===== src/rtl/i2c_target_regs.sv =====
// I2C target with a byte-wide register file: oversampled SCL/SDA, START/STOP detection,
// 7-bit address match, pointer-then-data writes and auto-incrementing burst reads.
module i2c_target_regs #(
  parameter logic [6:0] TARGET_ADDR = 7'h50,
  parameter int         NUM_REGS    = 16,
  localparam int        AW          = $clog2(NUM_REGS)
) (
  input  logic          clk,
  input  logic          rst,
  input  logic          scl,
  input  logic          sda,
  output logic          sda_drive_en,
  output logic [3:0]    state,
  output logic          busy,
  input  logic [AW-1:0] host_addr,
  output logic [7:0]    host_rdata
);

  typedef enum logic [3:0] {
    S_IDLE      = 4'd0,
    S_ADDR      = 4'd1,
    S_ADDR_ACK  = 4'd2,
    S_PTR       = 4'd3,
    S_PTR_ACK   = 4'd4,
    S_WDATA     = 4'd5,
    S_WDATA_ACK = 4'd6,
    S_RDATA     = 4'd7,
    S_RDATA_ACK = 4'd8
  } state_t;

  logic scl_s1_q, scl_s2_q, scl_h_q;
  logic sda_s1_q, sda_s2_q, sda_h_q;

  state_t          state_q, state_d;
  logic [2:0]      bit_cnt_q, bit_cnt_d;
  logic [7:0]      shift_q, shift_d;
  logic [AW-1:0]   ptr_q, ptr_d;
  logic            busy_q, busy_d;
  logic            drive_q, drive_d;
  logic            rw_q, rw_d;
  logic            phase_q, phase_d;
  logic [7:0]      mem_q [NUM_REGS];
  logic            wr_en;
  logic [7:0]      wr_data;

  logic scl_rise, scl_fall, start_det, stop_det;
  logic [7:0] byte_in;
  logic [7:0] rd_byte;

  always_ff @(posedge clk) begin
    if (rst) begin
      scl_s1_q <= 1'b1;
      scl_s2_q <= 1'b1;
      scl_h_q  <= 1'b1;
      sda_s1_q <= 1'b1;
      sda_s2_q <= 1'b1;
      sda_h_q  <= 1'b1;
    end else begin
      scl_s1_q <= scl;
      scl_s2_q <= scl_s1_q;
      scl_h_q  <= scl_s2_q;
      sda_s1_q <= sda;
      sda_s2_q <= sda_s1_q;
      sda_h_q  <= sda_s2_q;
    end
  end

  assign scl_rise  = scl_s2_q & ~scl_h_q;
  assign scl_fall  = ~scl_s2_q & scl_h_q;
  assign start_det = scl_s2_q & scl_h_q & ~sda_s2_q & sda_h_q;
  assign stop_det  = scl_s2_q & scl_h_q & sda_s2_q & ~sda_h_q;
  assign byte_in   = {shift_q[6:0], sda_s2_q};
  assign rd_byte   = mem_q[ptr_q];

  always_comb begin
    state_d   = state_q;
    bit_cnt_d = bit_cnt_q;
    shift_d   = shift_q;
    ptr_d     = ptr_q;
    busy_d    = busy_q;
    drive_d   = drive_q;
    rw_d      = rw_q;
    phase_d   = phase_q;
    wr_en     = 1'b0;
    wr_data   = byte_in;

    if (stop_det) begin
      state_d = S_IDLE;
      drive_d = 1'b0;
      busy_d  = 1'b0;
      phase_d = 1'b0;
    end else if (start_det) begin
      state_d   = S_ADDR;
      bit_cnt_d = 3'd0;
      drive_d   = 1'b0;
      busy_d    = 1'b0;
      phase_d   = 1'b0;
    end else begin
      case (state_q)
        S_IDLE: ;
        S_ADDR, S_PTR, S_WDATA: begin
          if (scl_rise) begin
            shift_d   = byte_in;
            bit_cnt_d = bit_cnt_q + 3'd1;
            if (bit_cnt_q == 3'd7) begin
              phase_d = 1'b0;
              if (state_q == S_ADDR) begin
                if (byte_in[7:1] == TARGET_ADDR) begin
                  busy_d  = 1'b1;
                  rw_d    = byte_in[0];
                  state_d = S_ADDR_ACK;
                end else begin
                  state_d = S_IDLE;
                end
              end else if (state_q == S_PTR) begin
                ptr_d   = byte_in[AW-1:0];
                state_d = S_PTR_ACK;
              end else begin
                wr_en   = 1'b1;
                ptr_d   = ptr_q + 1'b1;
                state_d = S_WDATA_ACK;
              end
            end
          end
        end
        // First fall after the byte pulls SDA low; the fall after the 9th clock releases it.
        S_ADDR_ACK, S_PTR_ACK, S_WDATA_ACK: begin
          if (scl_fall) begin
            if (!phase_q) begin
              drive_d = 1'b1;
              phase_d = 1'b1;
            end else begin
              drive_d   = 1'b0;
              phase_d   = 1'b0;
              bit_cnt_d = 3'd0;
              if (state_q == S_ADDR_ACK && rw_q) begin
                state_d = S_RDATA;
                drive_d = ~rd_byte[7];
                shift_d = {rd_byte[6:0], 1'b0};
              end else if (state_q == S_ADDR_ACK) begin
                state_d = S_PTR;
              end else begin
                state_d = S_WDATA;
              end
            end
          end
        end
        // bit_cnt counts falls after bit 7 went out; the 8th fall ends the byte.
        S_RDATA: begin
          if (scl_fall) begin
            if (bit_cnt_q == 3'd7) begin
              drive_d   = 1'b0;
              ptr_d     = ptr_q + 1'b1;
              bit_cnt_d = 3'd0;
              phase_d   = 1'b0;
              state_d   = S_RDATA_ACK;
            end else begin
              drive_d   = ~shift_q[7];
              shift_d   = {shift_q[6:0], 1'b0};
              bit_cnt_d = bit_cnt_q + 3'd1;
            end
          end
        end
        S_RDATA_ACK: begin
          if (scl_rise) begin
            if (sda_s2_q) state_d = S_IDLE;
            else          phase_d = 1'b1;
          end else if (scl_fall && phase_q) begin
            state_d   = S_RDATA;
            drive_d   = ~rd_byte[7];
            shift_d   = {rd_byte[6:0], 1'b0};
            bit_cnt_d = 3'd0;
            phase_d   = 1'b0;
          end
        end
        default: begin
          state_d = S_IDLE;
          drive_d = 1'b0;
        end
      endcase
    end
  end

  always_ff @(posedge clk) begin
    if (rst) begin
      state_q   <= S_IDLE;
      bit_cnt_q <= 3'd0;
      shift_q   <= 8'h00;
      ptr_q     <= '0;
      busy_q    <= 1'b0;
      drive_q   <= 1'b0;
      rw_q      <= 1'b0;
      phase_q   <= 1'b0;
      for (int i = 0; i < NUM_REGS; i++) mem_q[i] <= 8'h00;
    end else begin
      state_q   <= state_d;
      bit_cnt_q <= bit_cnt_d;
      shift_q   <= shift_d;
      ptr_q     <= ptr_d;
      busy_q    <= busy_d;
      drive_q   <= drive_d;
      rw_q      <= rw_d;
      phase_q   <= phase_d;
      if (wr_en) mem_q[ptr_q] <= wr_data;
    end
  end

  assign sda_drive_en = drive_q;
  assign state        = state_q;
  assign busy         = busy_q;
  assign host_rdata   = mem_q[host_addr];

endmodule


===== config.mk =====
export PLATFORM = sky130hd
export DESIGN_NAME = i2c_target_regs
export DESIGN_NICKNAME = d
export VERILOG_FILES = /design/src/rtl/i2c_target_regs.sv
export SDC_FILE = /design/constraint.sdc
export NUM_CORES = 1
export LEC_CHECK = 0
export CAP_MARGIN = 5
export CORE_MARGIN = 3
export CORE_UTILIZATION = 60
export CTS_CLUSTER_DIAMETER = 50
export DETAILED_ROUTE_END_ITERATION = 10
export PLACE_DENSITY = 0.78
export SLEW_MARGIN = 20
export SYNTH_ARGS = -nofsm -noshare
export SYNTH_HDL_FRONTEND = slang
export SYNTH_SLANG_ARGS = --single-unit

===== constraint.sdc =====
create_clock -name clk -period 3.5 [get_ports clk]
set_clock_uncertainty 0.15 [all_clocks]
set_input_delay 0.525 -clock clk [delete_from_list [all_inputs] [get_ports clk]]
set_output_delay 0.525 -clock clk [all_outputs]
set_load 0.01 [all_outputs]

* After elaboration in Yosys (flattened, before gate mapping)
Memory sizes are Yosys's and may differ from the RTL's. A register that Yosys moved wholly into a read port is not among the register bits.
Cells that the tools add are included.
** Cells by class
- Bitwise logic cells :: 17
- Equal/unequal tests :: 35
- Add/sub/neg operators :: 2
- Reductions and logical operators :: 21
- Mux-type cells :: 75
** Operator list (number)
- $mux W4 :: 19
- $mux W8 :: 9
- $ne A3 B3 Y1 const B :: 11
- $pmux W8 S4 :: 1
- $mux W3 :: 10
- $mux W1 :: 29
- $ne A2 B2 Y1 const B :: 12
- $pmux W4 S5 :: 1
- $reduce_and A9 Y1 :: 2
- $eq A4 B3 Y1 const B :: 4
- $reduce_and A8 Y1 :: 2
- $pmux W3 S4 :: 1
- $reduce_and A11 Y1 :: 1
- $not A1 Y1 :: 10
- $reduce_and A5 Y1 :: 2
- $reduce_or A3 Y1 :: 3
- $eq A4 B2 Y1 const B :: 2
- $ne A4 B4 Y1 const B :: 2
- $pmux W1 S4 :: 2
- $pmux W4 S2 :: 1
- $reduce_or A8 Y1 :: 1
- $and A1 B1 Y1 :: 7
- $eq A7 B7 Y1 const B :: 1
- $reduce_and A7 Y1 :: 1
- 14 further kinds :: 16
** Storage, ports and cells
- Bits in registers :: 29
- Memories :: 1
- Bits of input ports :: 8
- Bits in writable memories :: 128
- Output and inout bits :: 14
- Logic and storage cells :: 166
** Memory list
- mem_q :: depth 16, width 8, rd ports 2, clocked after memory_dff 1, write ports 16, RTL line 42 : logic [7:0] mem_q [NUM_REGS];

* Longest topological paths before layout
Gate-level depths: netlist of run 1.
- Word-level depth :: 13
- Mapped depth :: 8
- Gate-level depth less buffers :: 7

* Least setup slack after synthesis of run 1
No wires, ideal clock.
- Kind :: input to output
- Start point :: in host_addr[0]
- End point :: out host_rdata[0]
- Buffers on the path :: 2
- Stages on the path :: 4
- Path slack :: 0.758 ns
- Arrival time :: 2.067 ns
- Required time :: 2.825 ns
- Cell sequence :: clkbuf_1 buf_2 mux4_2 mux4_2
** Between the ends
- Word-level cells in the longest chain between the ends :: 1
** RTL lines
- start, declared :: RTL line 15 : input logic [AW-1:0] host_addr,
- $mem_v2 Z16 W8
- end, declared :: RTL line 16 : output logic [7:0] host_rdata
No other way between the ends.

* Final worst setup path of run 1
- Start point :: in host_addr[1]
- End point :: out host_rdata[7]
The elaborated chain is that of the path after synthesis.

==> summary by stage, run 1 <==
Power and ir drop
The clock network accounts for 42.8% of the total power. The switching part of the total is 21.9%. The cell internal power dissipation is 3.39 mW. Summing internal, switching and leakage power gives 4.34 mW. The share of power burned in combinational logic is 6.8%. The leakage power total is 3.39 nW. The maximum resistive drop on vdd is 0.000325 V. In this run, flip-flops and latches consume 50.3% of the power.

The power density over the cells is 438 nW/um^2. Summed over all nets, the switching power comes to 952 uW.

Route
The number of search-and-repair iterations in the first detailed-routing pass is 5. The via total after detailed routing is 6060. In the final routed layout, each cell accounts on average for 25.7 um.

The routed via count divided by cell count is 6.82. The total wire length is 22800 um. The initial DRC count is 778. The post-detailed-route DRC marker count is 0. The number of routed nets with antenna violations is 0.

STA
Derived from the worst setup path, the maximum achievable clock frequency is 0.303 GHz. The worst path needs 3.30 ns of the cycle, external delays included. In the finished design, the share of the clock period the worst path needs comes to 94.3%.

The total count of max-transition violations in the final report is 0. Setup repair after global routing left no endpoint under its margin. The final-layout worst hold slack is 0.257 ns.

The final number of setup-violating endpoints is 0. The headroom to the max-slew limit is 43.8%. The number of hold violations in the final report is 0. At the pin with the least slew margin, the transition time is 0.842 ns.

Adding up every negative setup slack in the final design gives 0 ns.

Synth
In the synthesized netlist the dominant register cell turns out to be sky130_fd_sc_hd__edfxtp_1. The count of warnings emitted by yosys is 0. By area the synthesized netlist is led by sky130_fd_sc_hd__edfxtp_1 43%, sky130_fd_sc_hd__mux4_2 16%, sky130_fd_sc_hd__and2_1 8.0%, sky130_fd_sc_hd__dfxtp_1 7.4%, sky130_fd_sc_hd__mux2_2 2.0%. The largest total area in the synthesized netlist belongs to sky130_fd_sc_hd__edfxtp_1.

The synthesized netlist occupies a cell area of 8880 sq um. The synthesized net count is 689. By count the netlist is led by 128 x sky130_fd_sc_hd__edfxtp_1, 113 x sky130_fd_sc_hd__and2_1, 65 x sky130_fd_sc_hd__mux4_2. The number of synthesized register bits is 161. Of all flip-flops after synthesis, the portion carrying an async set or reset was 0%. In this run the mean area of a mapped cell was 13.2 sq um.

The top cell type by area accounts for 43.3% of the synthesized area. The number of enable-type register cells in the synthesized netlist is 128. Synthesis handed over a netlist of 675 instances. The share of synthesized area occupied by flip-flops and latches is 50.7%. The most frequent cell after synthesis is sky130_fd_sc_hd__edfxtp_1. In this run, distinct cell masters in the synthesized netlist total 69.

Cells and area
The synthesis-to-finish area growth is 11.5%. The final cell count without fillers is 889. The share of final-layout standard cells stronger than drive strength 1 is 25.8%. For this run, the post-layout net count is 709.

Job
The number of max-cap violations is 0.

Status
The run finished with clean final reports.

Placement
The number of port buffers is 21. The number of placed cells counting well taps is 856. The HPWL after detailed placement is 16700 um. At the end of routability-driven placement, the weighted congestion stood at 0.966.

CTS
The count of clock tree sinks is 161. The number of setup buffers added after CTS is 0. In this run, post-CTS hold repair placed 0 buffers. In this run, post-CTS repair resized a total of 0 instances. Clock-pin slew was measured on the worst setup and hold paths at 0.06 ns. The maximum buffer depth of the clock tree is 2.

The clock latency on the worst-skew pair is 0.43 ns. Counting the buffers created by CTS gives 17. The root buffer cell chosen for the clock tree is sky130_fd_sc_hd__clkbuf_16. The TritonCTS clock tree is built.

In this run the number of H-tree levels came out at 4.

Floorplan
During I/O placement, the number of pins put on the boundary was 22. The width of the die is 128 um. The die height is 128 um.

The die covers 16300 sq um. The initial standard-cell utilization of the core is 62.7%. In this run the core area contains 43 standard-cell rows. The area of the core is 14100 sq um.

Worst setup path
The path type of the worst setup path is input pin to output port. The worst setup path is launched from an input pin. Walking the worst path, the cells encountered are clkdlybuf4s50_1 -> buf_12 -> mux4_2 -> mux4_2 -> clkdlybuf4s50_1. The cell count of the worst reg-to-reg path is 8. For the worst setup path, the data required time is 2.82 ns.

The startpoint identified for the worst register-to-register timing path is bit_cnt_q[0]. The worst setup path is captured at an output port. The critical-path cell with the highest stage delay is sky130_fd_sc_hd__mux4_2. Of all nets on the critical path, the largest fanout is 32. The most critical setup path has its startpoint at host_addr[1]. The largest stage delay on the critical path is 0.52 ns. Data on the critical path arrives at its endpoint at 2.62 ns. For flop-to-flop paths, the worst setup slack is 0.67 ns.

Hold path
The worst hold path cell count is 1. The tightest min-delay check is of the flop to flop type. In this run the most critical hold path is launched from sda_s1_q.

GRT
Entering global routing, the biggest net connects 33 pins. The initial antenna violation count is 0. The first global-routing pass estimated 35700 um of wire.

The total overflow left after global routing is 0. In the global route stage, overall resource usage came out at 29.7%. The via count of the first global-routing pass came to 6112.
-- path summary, 6_finish.rpt --
path	endpoint
worst max-delay path	host_rdata[7]
worst min-delay path	sda_s2_q
worst max register to register	mem_q[3][4]
worst min register to register	sda_s2_q
-- per-layer routing --
layer / GRT usage [%] / vias up / share of wire, %
li1: - / 2630 / -
met1: 41.2 / 2969 / 40
met2: 45.4 / 388 / 47
met3: 6.19 / 73 / 9.4
met4: 13.8 / 0 / 4.2
met5: 0 / - / 0
-- worst max-delay path, delay by kind of cell --
kind	cells	cell delay, ns
buf+inv	3	1.23
mux	2	0.87
-- layout make-up --
cell class              instances  area [sq um]
clock buffers                  20           437
inverters                       8          30.0
clock inverters                12           138
flip-flops and latches        161          4510
multi-input cells             451          4070
diodes                          1          2.50
well taps                     180           225
fillers                       966          4250
repair buffers                 56           493
-- metrics by stage --
| step | cell area, sq um | setup WS, ns | utilization [%] |
|---|---|---|---|
| finish | 9900 | 0.201 | 69.9 |
| global route | 9890 | 0.196 | 69.9 |
| CTS | 9890 | 0.210 | 69.9 |
| detailed placement | 9320 | 0.214 | 65.9 |
| global placement | 9320 | 0.262 | 65.9 |
| floorplan | 8880 | 0.758 | - |
-- power by group through the flow --
stage          logic [mW]  clock network [mW]  registers [mW]
4_1_cts             0.295                1.86            2.18
3_3_place_gp        0.282                   0            2.22
3_5_place_dp        0.295                   0            2.22
5_1_grt             0.315                1.95            2.19
2_1_floorplan       0.208                   0            2.18
6_report            0.297                1.86            2.18
-- cell usage in the layout (no fill, tap or decap), drive strengths merged, types with 6 or more instances in the layout --
| cell type | synthesis | final |
|---|---|---|
| a31oi | 9 | 9 |
| ha | 6 | 6 |
| nor2 | 25 | 25 |
| nand2b | 9 | 9 |
| clkdlybuf4s50 | 0 | 20 |
| edfxtp | 128 | 128 |
| buf | 29 | 36 |
| inv | 7 | 9 |
| dfxtp | 33 | 33 |
| nor3 | 23 | 23 |
| a21oi | 17 | 17 |
| o22ai | 7 | 7 |
| clkbuf | 26 | 20 |
| a211oi | 10 | 10 |
| clkinv | 1 | 8 |
| nand2 | 23 | 23 |
| mux4 | 65 | 65 |
| o21ai | 27 | 27 |
| and2 | 113 | 113 |
| a22oi | 6 | 6 |
| nand3 | 9 | 9 |
| or2 | 11 | 11 |
| o211ai | 6 | 6 |
| mux2 | 17 | 17 |
-- flip-flops by register name (all words and copies together), names as in the netlist, 3 cells and up, named ones only --
signal and flops:
bit_cnt_q 3, ptr_q 4, mem_q 128, state 4, shift_q 8
-- cell families (layout without fill, tap and decap cells) --
kind of cell	count (synthesis)	after routing	synth area share, %
flops	161	161	50.7
simple gates	254	254	17.3
mux	87	87	19.3
buf+inv	63	96	3.45
fa+ha+maj	6	6	0.846
xor+xnor	1	1	0.0987
other cells	0	1	0
compound gates	103	103	8.27
Note: power is estimated with default switching activity, not from simulation.
==> inputs of run 2 (changes only) <==
--- a/config.mk
+++ b/config.mk
@@ -10,7 +10,9 @@
 export CORE_UTILIZATION = 60
 export CTS_CLUSTER_DIAMETER = 50
 export DETAILED_ROUTE_END_ITERATION = 10
-export PLACE_DENSITY = 0.78
+export DONT_BUFFER_PORTS = 1
+export GPL_TIMING_DRIVEN = 0
+export PLACE_DENSITY = 0.76
 export SLEW_MARGIN = 20
 export SYNTH_ARGS = -nofsm -noshare
 export SYNTH_HDL_FRONTEND = slang
==> constraint.sdc (replaced) <==
create_clock -name clk -period 3.2 [get_ports clk]
set_clock_uncertainty 0.15 [all_clocks]
set_input_delay 0.48 -clock clk [delete_from_list [all_inputs] [get_ports clk]]
set_output_delay 0.48 -clock clk [all_outputs]
set_load 0.01 [all_outputs]
==> run 2 against run 1 <==
Sequential share of layout area grew 0.62 points. Critical path depth up 2. Via count is 3.0% higher. First-iteration DRC count grew 38%. Power increased by 8.4%. Largest cell class unchanged.
==> summary by stage, run 2 (same netlist as run 1, synthesis figures left out) <==
Status
The flow ran to the end, and the final reports show no timing, DRC or antenna violations.

Floorplan
From left edge to right edge, the die measures 128 um. In this run the count of I/O pins placed on the die edge is 22. After floorplanning, the core was sized to cover 14100 sq um. The initial standard-cell utilization of the core is 62.7%. The full die area is 16300 sq um. Row generation in the floorplan step produced 43 rows. The die height is 128 um.

Worst setup path
STA puts the critical path data required time at 3.10 ns. The cell occurring most often along the worst timing path is sky130_fd_sc_hd__ha_1. Data arrives at the worst endpoint at 3.08 ns. The type of element capturing the critical path is a flop. The critical path goes through ha_1 -> ha_1 -> nand3b_1 -> nor4b_4 -> nand3_1 -> buf_2 -> o21ai_1. The launching element type of the critical path is a flop. In this run the worst path has a maximum fanout of 10. In this design, the stage delay of the slowest critical-path cell is 0.70 ns. The largest individual stage delay along the critical path comes from the cell sky130_fd_sc_hd__o21ai_1. The path type of the worst setup path is flop to flop.

CTS
The clock slew seen by the registers of the worst setup and hold paths is 0.06 ns. Clock tree synthesis selected as its root buffer the cell sky130_fd_sc_hd__clkbuf_16. The number of setup buffers added after CTS is 0. For the worst-skew pair, the clock arrives at the later sink with an insertion delay of 0.43 ns. The TritonCTS clock tree is built. The number of H-tree levels is 4. The maximum buffer depth of the clock tree is 2.

Counting every sink on the clock net gives 161. The total clock buffers created by CTS is 17.

Cells and area
Leaving out fill and tap cells, the most frequent cell in the layout is sky130_fd_sc_hd__edfxtp_1. The register with the most flip-flops in the layout has 128 of them. The largest register by flop count is mem_q. In the layout the commonest cells are 128 x sky130_fd_sc_hd__edfxtp_1, 113 x sky130_fd_sc_hd__and2_1, 65 x sky130_fd_sc_hd__mux4_2. Excluding fillers, the count of instances in the completed layout stands at 889. After the last flow step, the layout net total stands at 710. The share of final-layout standard cells stronger than drive strength 1 is 26.7%.

The repair_antennas step left the layout with diodes totalling 0. In the final layout, the registers with the most flip-flops are mem_q: 128 flops, shift_q: 8 flops. The end-of-flow core utilization is 69.0%. The area growth from synthesis to layout is 9.96%.

Power and ir drop
The switching part of the total is 22.6%. The share of power burned in combinational logic is 6.6%. In this run the power spent charging and discharging nets is 1.06 mW. Summed over all cells, the static leakage comes to 3.32 nW. Across the VDD grid, the largest voltage drop is 0.000359 V. The power density over the cells is 482 nW/um^2. The cell internal power dissipation is 3.64 mW. In this run, flip-flops and latches consume 50.4% of the power.

The clock power share is 43.0%.

Job
Across the run, the number of max-cap violations was 0.

STA
The total count of max-transition violations in the final report was 0. The number of hold violations in the final report is 0. The total negative slack is 0 ns. Setup violations remaining at the end of the flow were counted as 0.

The headroom to the max-slew limit is 39.0%. Derived from the worst setup path, the maximum achievable clock frequency is 0.315 GHz. The final clock period utilization by the worst path is 99.3%.

For the pin with the worst max-slew slack, the measured transition is 0.916 ns. The final critical path time including I/O delays and setup is 3.18 ns. Setup repair after global routing could not meet its margin everywhere.

Route
Dividing the detail-routed via count by the number of cells gives 7.02. The number of search-and-repair iterations in the first detailed-routing pass is 5. In this run the remaining antenna-violating nets after routing total 0. The via total after detailed routing is 6239. The total wire length is 23500 um. For this block, the initial DRC count from the detailed router was 1075.

In the final routed layout, each cell accounts on average for 26.4 um. The post-detailed-route DRC marker count is 0.

Placement
The post-DP HPWL is 17500 um. The number of placed cells counting well taps is 855. The global placer's final weighted congestion is 0.976.

In this run the tool buffered the top-level ports with 0 buffer cells.

GRT
Summed over all layers, the global routing overflow is 0. Entering global routing, the biggest net connects 17 pins. The initial antenna violation count is 0. The via count of the first global-routing pass is 6172. The first-pass GRT wire length is 36100 um. The total global routing track utilization is 30.2%.

Hold path
The type of the worst min-delay path is flop to flop.
run 2: final timing paths:
kind	from	endpoint	slack, ns	depth (start not counted)
worst max-delay path	bit_cnt_q[1]	mem_q[6][4]	0.02	7
worst min-delay path	scl_s1_q	scl_s2_q	0.26	1
worst max register to register	bit_cnt_q[1]	mem_q[6][4]	0.02	7
worst min register to register	scl_s1_q	scl_s2_q	0.26	1
run 2: per-stage QoR:
step / worst slack [ns] / power (mW) / hold slack (ns) / instance area [sq um]
detailed placement: -0.160 / 2.72 / 0.250 / 9100
global route: -0.188 / 4.82 / 0.270 / 9760
floorplan: 0.510 / 2.61 / 0.239 / 8880
CTS: 0.00154 / 4.69 / 0.267 / 9720
finish: 0.0223 / 4.70 / 0.265 / 9760
global placement: -0.304 / 2.70 / 0.245 / 9100
run 2: layout make-up:
| cell class | instances | area (sq um) |
|---|---|---|
| repair buffers | 2 | 20.0 |
| flip-flops and latches | 161 | 4500 |
| plain buffers | 55 | 277 |
| well taps | 180 | 225 |
| multi-input cells | 451 | 4110 |
| fillers | 966 | 4390 |
| inverters | 8 | 30.0 |
| clock inverters | 11 | 98.8 |
| clock buffers | 21 | 493 |
run 2: power by group through the flow:
stage	registers, mW	logic, mW	clock network, mW
after CTS	2.37	0.306	2.02
final	2.37	0.311	2.02
after global placement	2.41	0.293	0
after global routing	2.37	0.328	2.12
after detailed placement	2.41	0.303	0
after floorplan	2.38	0.227	0
run 2: metal layers:
layer  share of wire, %  global-route usage, %  vias to the layer above
met5                  0                      0                        -
met4                2.8                   11.7                        0
met2                 47                   46.1                      436
met3                 10                   6.90                       67
li1                   -                      -                     2633
met1                 39                   42.6                     3103
run 2: repair_timing:
| action | in CTS | in global routing |
|---|---|---|
| hold buffers | 2 | 0 |
| setup endpoints to repair | 48 | 104 |
| gates resized for setup | 6 | 11 |
| endpoints found under the hold margin | 2 | 0 |
run 2: critical path: cells and delay by family (launching register included):
family | cells | cell delay [ns]
adder cells (fa/ha/maj) | 2 | 0.47
buffers and inverters | 1 | 0.24
flip-flops | 1 | 0.35
AND/OR/NAND/NOR | 3 | 0.87
AO/OA/AOI/OAI | 1 | 0.70
==> inputs of run 3 (changes only) <==
--- a/config.mk
+++ b/config.mk
@@ -6,7 +6,7 @@
 export NUM_CORES = 1
 export LEC_CHECK = 0
 export CAP_MARGIN = 5
-export CORE_MARGIN = 3
+export CORE_MARGIN = 10
 export CORE_UTILIZATION = 60
 export CTS_CLUSTER_DIAMETER = 50
 export DETAILED_ROUTE_END_ITERATION = 10
==> run 3 against run 2 <==
The run now ends with negative setup slack left. Sequential power hardly changed. Wire length rose by 1.6%. Worst hold slack got worse by 0.0058 ns. Clock-buffer cell count down 2. Non-clock buffer count is 1 higher. Fmax fell by 0.91%. Clock power is 8% higher. Cell count rose by 0.56%. Register-to-register slack got worse by 0.03 ns. Core utilization is 1.5 points lower. Critical path depth stayed put.
==> summary by stage, run 3 (same netlist as run 1, synthesis figures left out) <==
Status
The run finished, with violations left. The checks that failed: negative setup slack.

Worst setup path
Along the worst path, the maximum fanout reaches 10. The required time at the worst-slack endpoint is 3.10 ns. The largest single stage delay on the critical path is 0.77 ns.

The cell count of the worst reg-to-reg path is 7. The cell occurring most often along the worst timing path is sky130_fd_sc_hd__ha_1. By startpoint and endpoint, the worst setup path is classified as flop to flop. Traced cell by cell, the critical path runs through ha_1 -> ha_1 -> nand3b_1 -> nor4b_4 -> nand3_1 -> buf_2 -> o21ai_1. The worst setup path is launched from a flop. Data on the critical path arrives at its endpoint at 3.11 ns. The critical-path cell with the highest stage delay is sky130_fd_sc_hd__o21ai_1.

The type of element capturing the critical path is a flop.

STA
After routing, the total negative slack on setup checks comes to -0.0278 ns. Derived from the worst setup path, the maximum achievable clock frequency is 0.312 GHz. Setup repair after global routing could not meet its margin everywhere. Subtracting the final worst setup slack from the clock period gives 3.21 ns. The total count of max-transition violations in the final report is 0.

The number of hold violations in the final report is 0. The setup slack after layout is -0.00703 ns. In the finished design, the share of the clock period the worst path needs comes to 100%. The slew at the pin with the worst max-slew slack is 0.949 ns.

The headroom to the max-slew limit is 36.3%. Setup violations remaining at the end of the flow were counted as 6.

Route
Dividing the detail-routed wire length by the instance count gives 26.7 um. The via total after detailed routing is 6232. In this run, the number of DRC markers left after iteration 0 of detailed routing was 813. The first detailed-routing pass ran for 7 iterations. The post-detailed-route DRC marker count is 0. Wires add up to 23900 um. In this run the remaining antenna-violating nets after routing total 0. In the routed layout, each cell is associated on average with a via count of 6.97.

Hold path
Counting instances, the worst hold path has a depth of 1. In this run the worst hold path is classified as flop to flop.

Floorplan
The full die area is 20100 sq um. The floorplan step defined a core boundary enclosing 14500 sq um. The floorplan has 44 rows. 22 I/O pins were placed.

The initial standard-cell utilization of the core is 61.1%. The die height is 142 um. The die is 142 um wide.

Placement
The global placer's final weighted congestion is 0.954. The number of port buffers is 0. The instance area after placement is 9110 sq um.

Detailed placement ended at an HPWL of 17500 um.

Cells and area
The library cell used most frequently in the layout, excluding fill and tap cells, is sky130_fd_sc_hd__edfxtp_1. The largest registers in the layout are mem_q: 128 flops, shift_q: 8 flops. At the end of the flow the core is filled with cells to 67.5%. The synthesis-to-finish area growth is 10.6%.

More flip-flops sit in one register than any other, and that register is mem_q. The diode insertion count for antenna repair is 0. Of the cells placed in the final design, the portion with a size suffix greater than 1 is 26.5%.

The number of nets in the layout is 711. The library cells used most frequently in the layout, excluding fill and tap cells, are 128 x sky130_fd_sc_hd__edfxtp_1, 113 x sky130_fd_sc_hd__and2_1, 65 x sky130_fd_sc_hd__mux4_2. The register with the most flip-flops in the layout has 128 of them. The design area is 9810 sq um.

GRT
The total global routing track utilization is 24.1%. Global routing finished with a remaining overflow of 0. The first global-routing pass estimated 35900 um of wire. The via count of the first global-routing pass is 6094.

The initial antenna violation count came to 0. Entering global routing, the biggest net connects 17 pins.

CTS
The TritonCTS clock tree is built. Buffers added to address setup during post-CTS repair amount to 0. The total clock buffers created by CTS is 17. The clock passes through at most 2 buffers. The tree built by TritonCTS fans out to 161 sinks.

The clock slew seen by the registers of the worst setup and hold paths is 0.07 ns. The H-tree generated during clock tree synthesis spans 4 levels. The tree is rooted in a sky130_fd_sc_hd__clkbuf_16. The later pin in the worst-skew pair is clocked with a latency of 0.44 ns.

Power and ir drop
Dividing total power by cell area gives a power density of 496 nW/um^2. The maximum resistive drop on vdd is 0.000371 V. The design draws 4.87 mW. The analysis attributes to cell leakage a power of 3.32 nW.

Job
The number of max-cap violations is 0.
## run 3: cell count changes in the layout (fill, tap and decap cells not counted)
cell and change:
sky130_fd_sc_hd__inv_6 -1, sky130_fd_sc_hd__o21ai_1 +1, sky130_fd_sc_hd__clkinv_1 +1, sky130_fd_sc_hd__clkinv_4 +2, sky130_fd_sc_hd__o21ai_2 -1, sky130_fd_sc_hd__clkbuf_16 -2
sky130_fd_sc_hd__bufinv_16 +3, sky130_fd_sc_hd__clkinv_2 -3, sky130_fd_sc_hd__nor3_2 -1, sky130_fd_sc_hd__nor3_4 +1, sky130_fd_sc_hd__buf_4 +1
## run 3: what timing repair did
item / in CTS / in global routing
endpoints found under the hold margin: 2 / 0
endpoints found under the setup margin: 48 / 94
resized for setup: 6 / 10
pin swaps: 0 / 0
hold buffers: 2 / 0
## run 3: metrics by stage
step / worst slack, ns / cells / hold slack (ns)
after floorplan: 0.510 / 675 / 0.239
after global placement: -0.344 / 859 / 0.245
after detailed placement: -0.253 / 860 / 0.247
after CTS: 0.0563 / 894 / 0.262
after global routing: -0.0991 / 894 / 0.277
final: -0.00703 / 894 / 0.259
## run 3: critical path: cells and delay by family (launching register included)
family | cells | cell delay, ns
adders and majority gates | 2 | 0.44
AOI/OAI and AO/OA | 1 | 0.77
and+or+nand+nor | 3 | 0.87
buffers and inverters | 1 | 0.24
DFF | 1 | 0.34
## run 3: final timing paths
path	startpoint	to	slack, ns
min	scl_s1_q	scl_s2_q	0.26
min reg2reg	scl_s1_q	scl_s2_q	0.26
max reg2reg	bit_cnt_q[0]	mem_q[6][4]	-0.007
max	bit_cnt_q[0]	mem_q[6][4]	-0.007
## run 3: cell type report
type,instances,area [sq um]
Fill cell,1054,4720
Sequential cell,161,4500
Multi-Input combinational cell,451,4120
Clock buffer,19,443
Buffer,55,277
Tap cell,184,230
Clock inverter,13,186
Inverter,8,30.0
Timing Repair Buffer,3,27.5
## run 3: per-layer routing
metal,up-vias,track usage [%],routed length (um)
met5,-,0,0
met4,0,11.1,883
met3,64,6.48,2420
met2,407,36.9,11200
met1,3124,31.5,9350
li1,2637,-,-
## run 3: power by group
group / internal, mW / total, mW / leakage, nW / switching (mW)
sequential: 2.32 / 2.37 / 1.59 / 0.0516
combinational: 0.135 / 0.317 / 1.44 / 0.182
clock: 1.33 / 2.18 / 0.297 / 0.852
total: 3.78 / 4.87 / 3.32 / 1.09
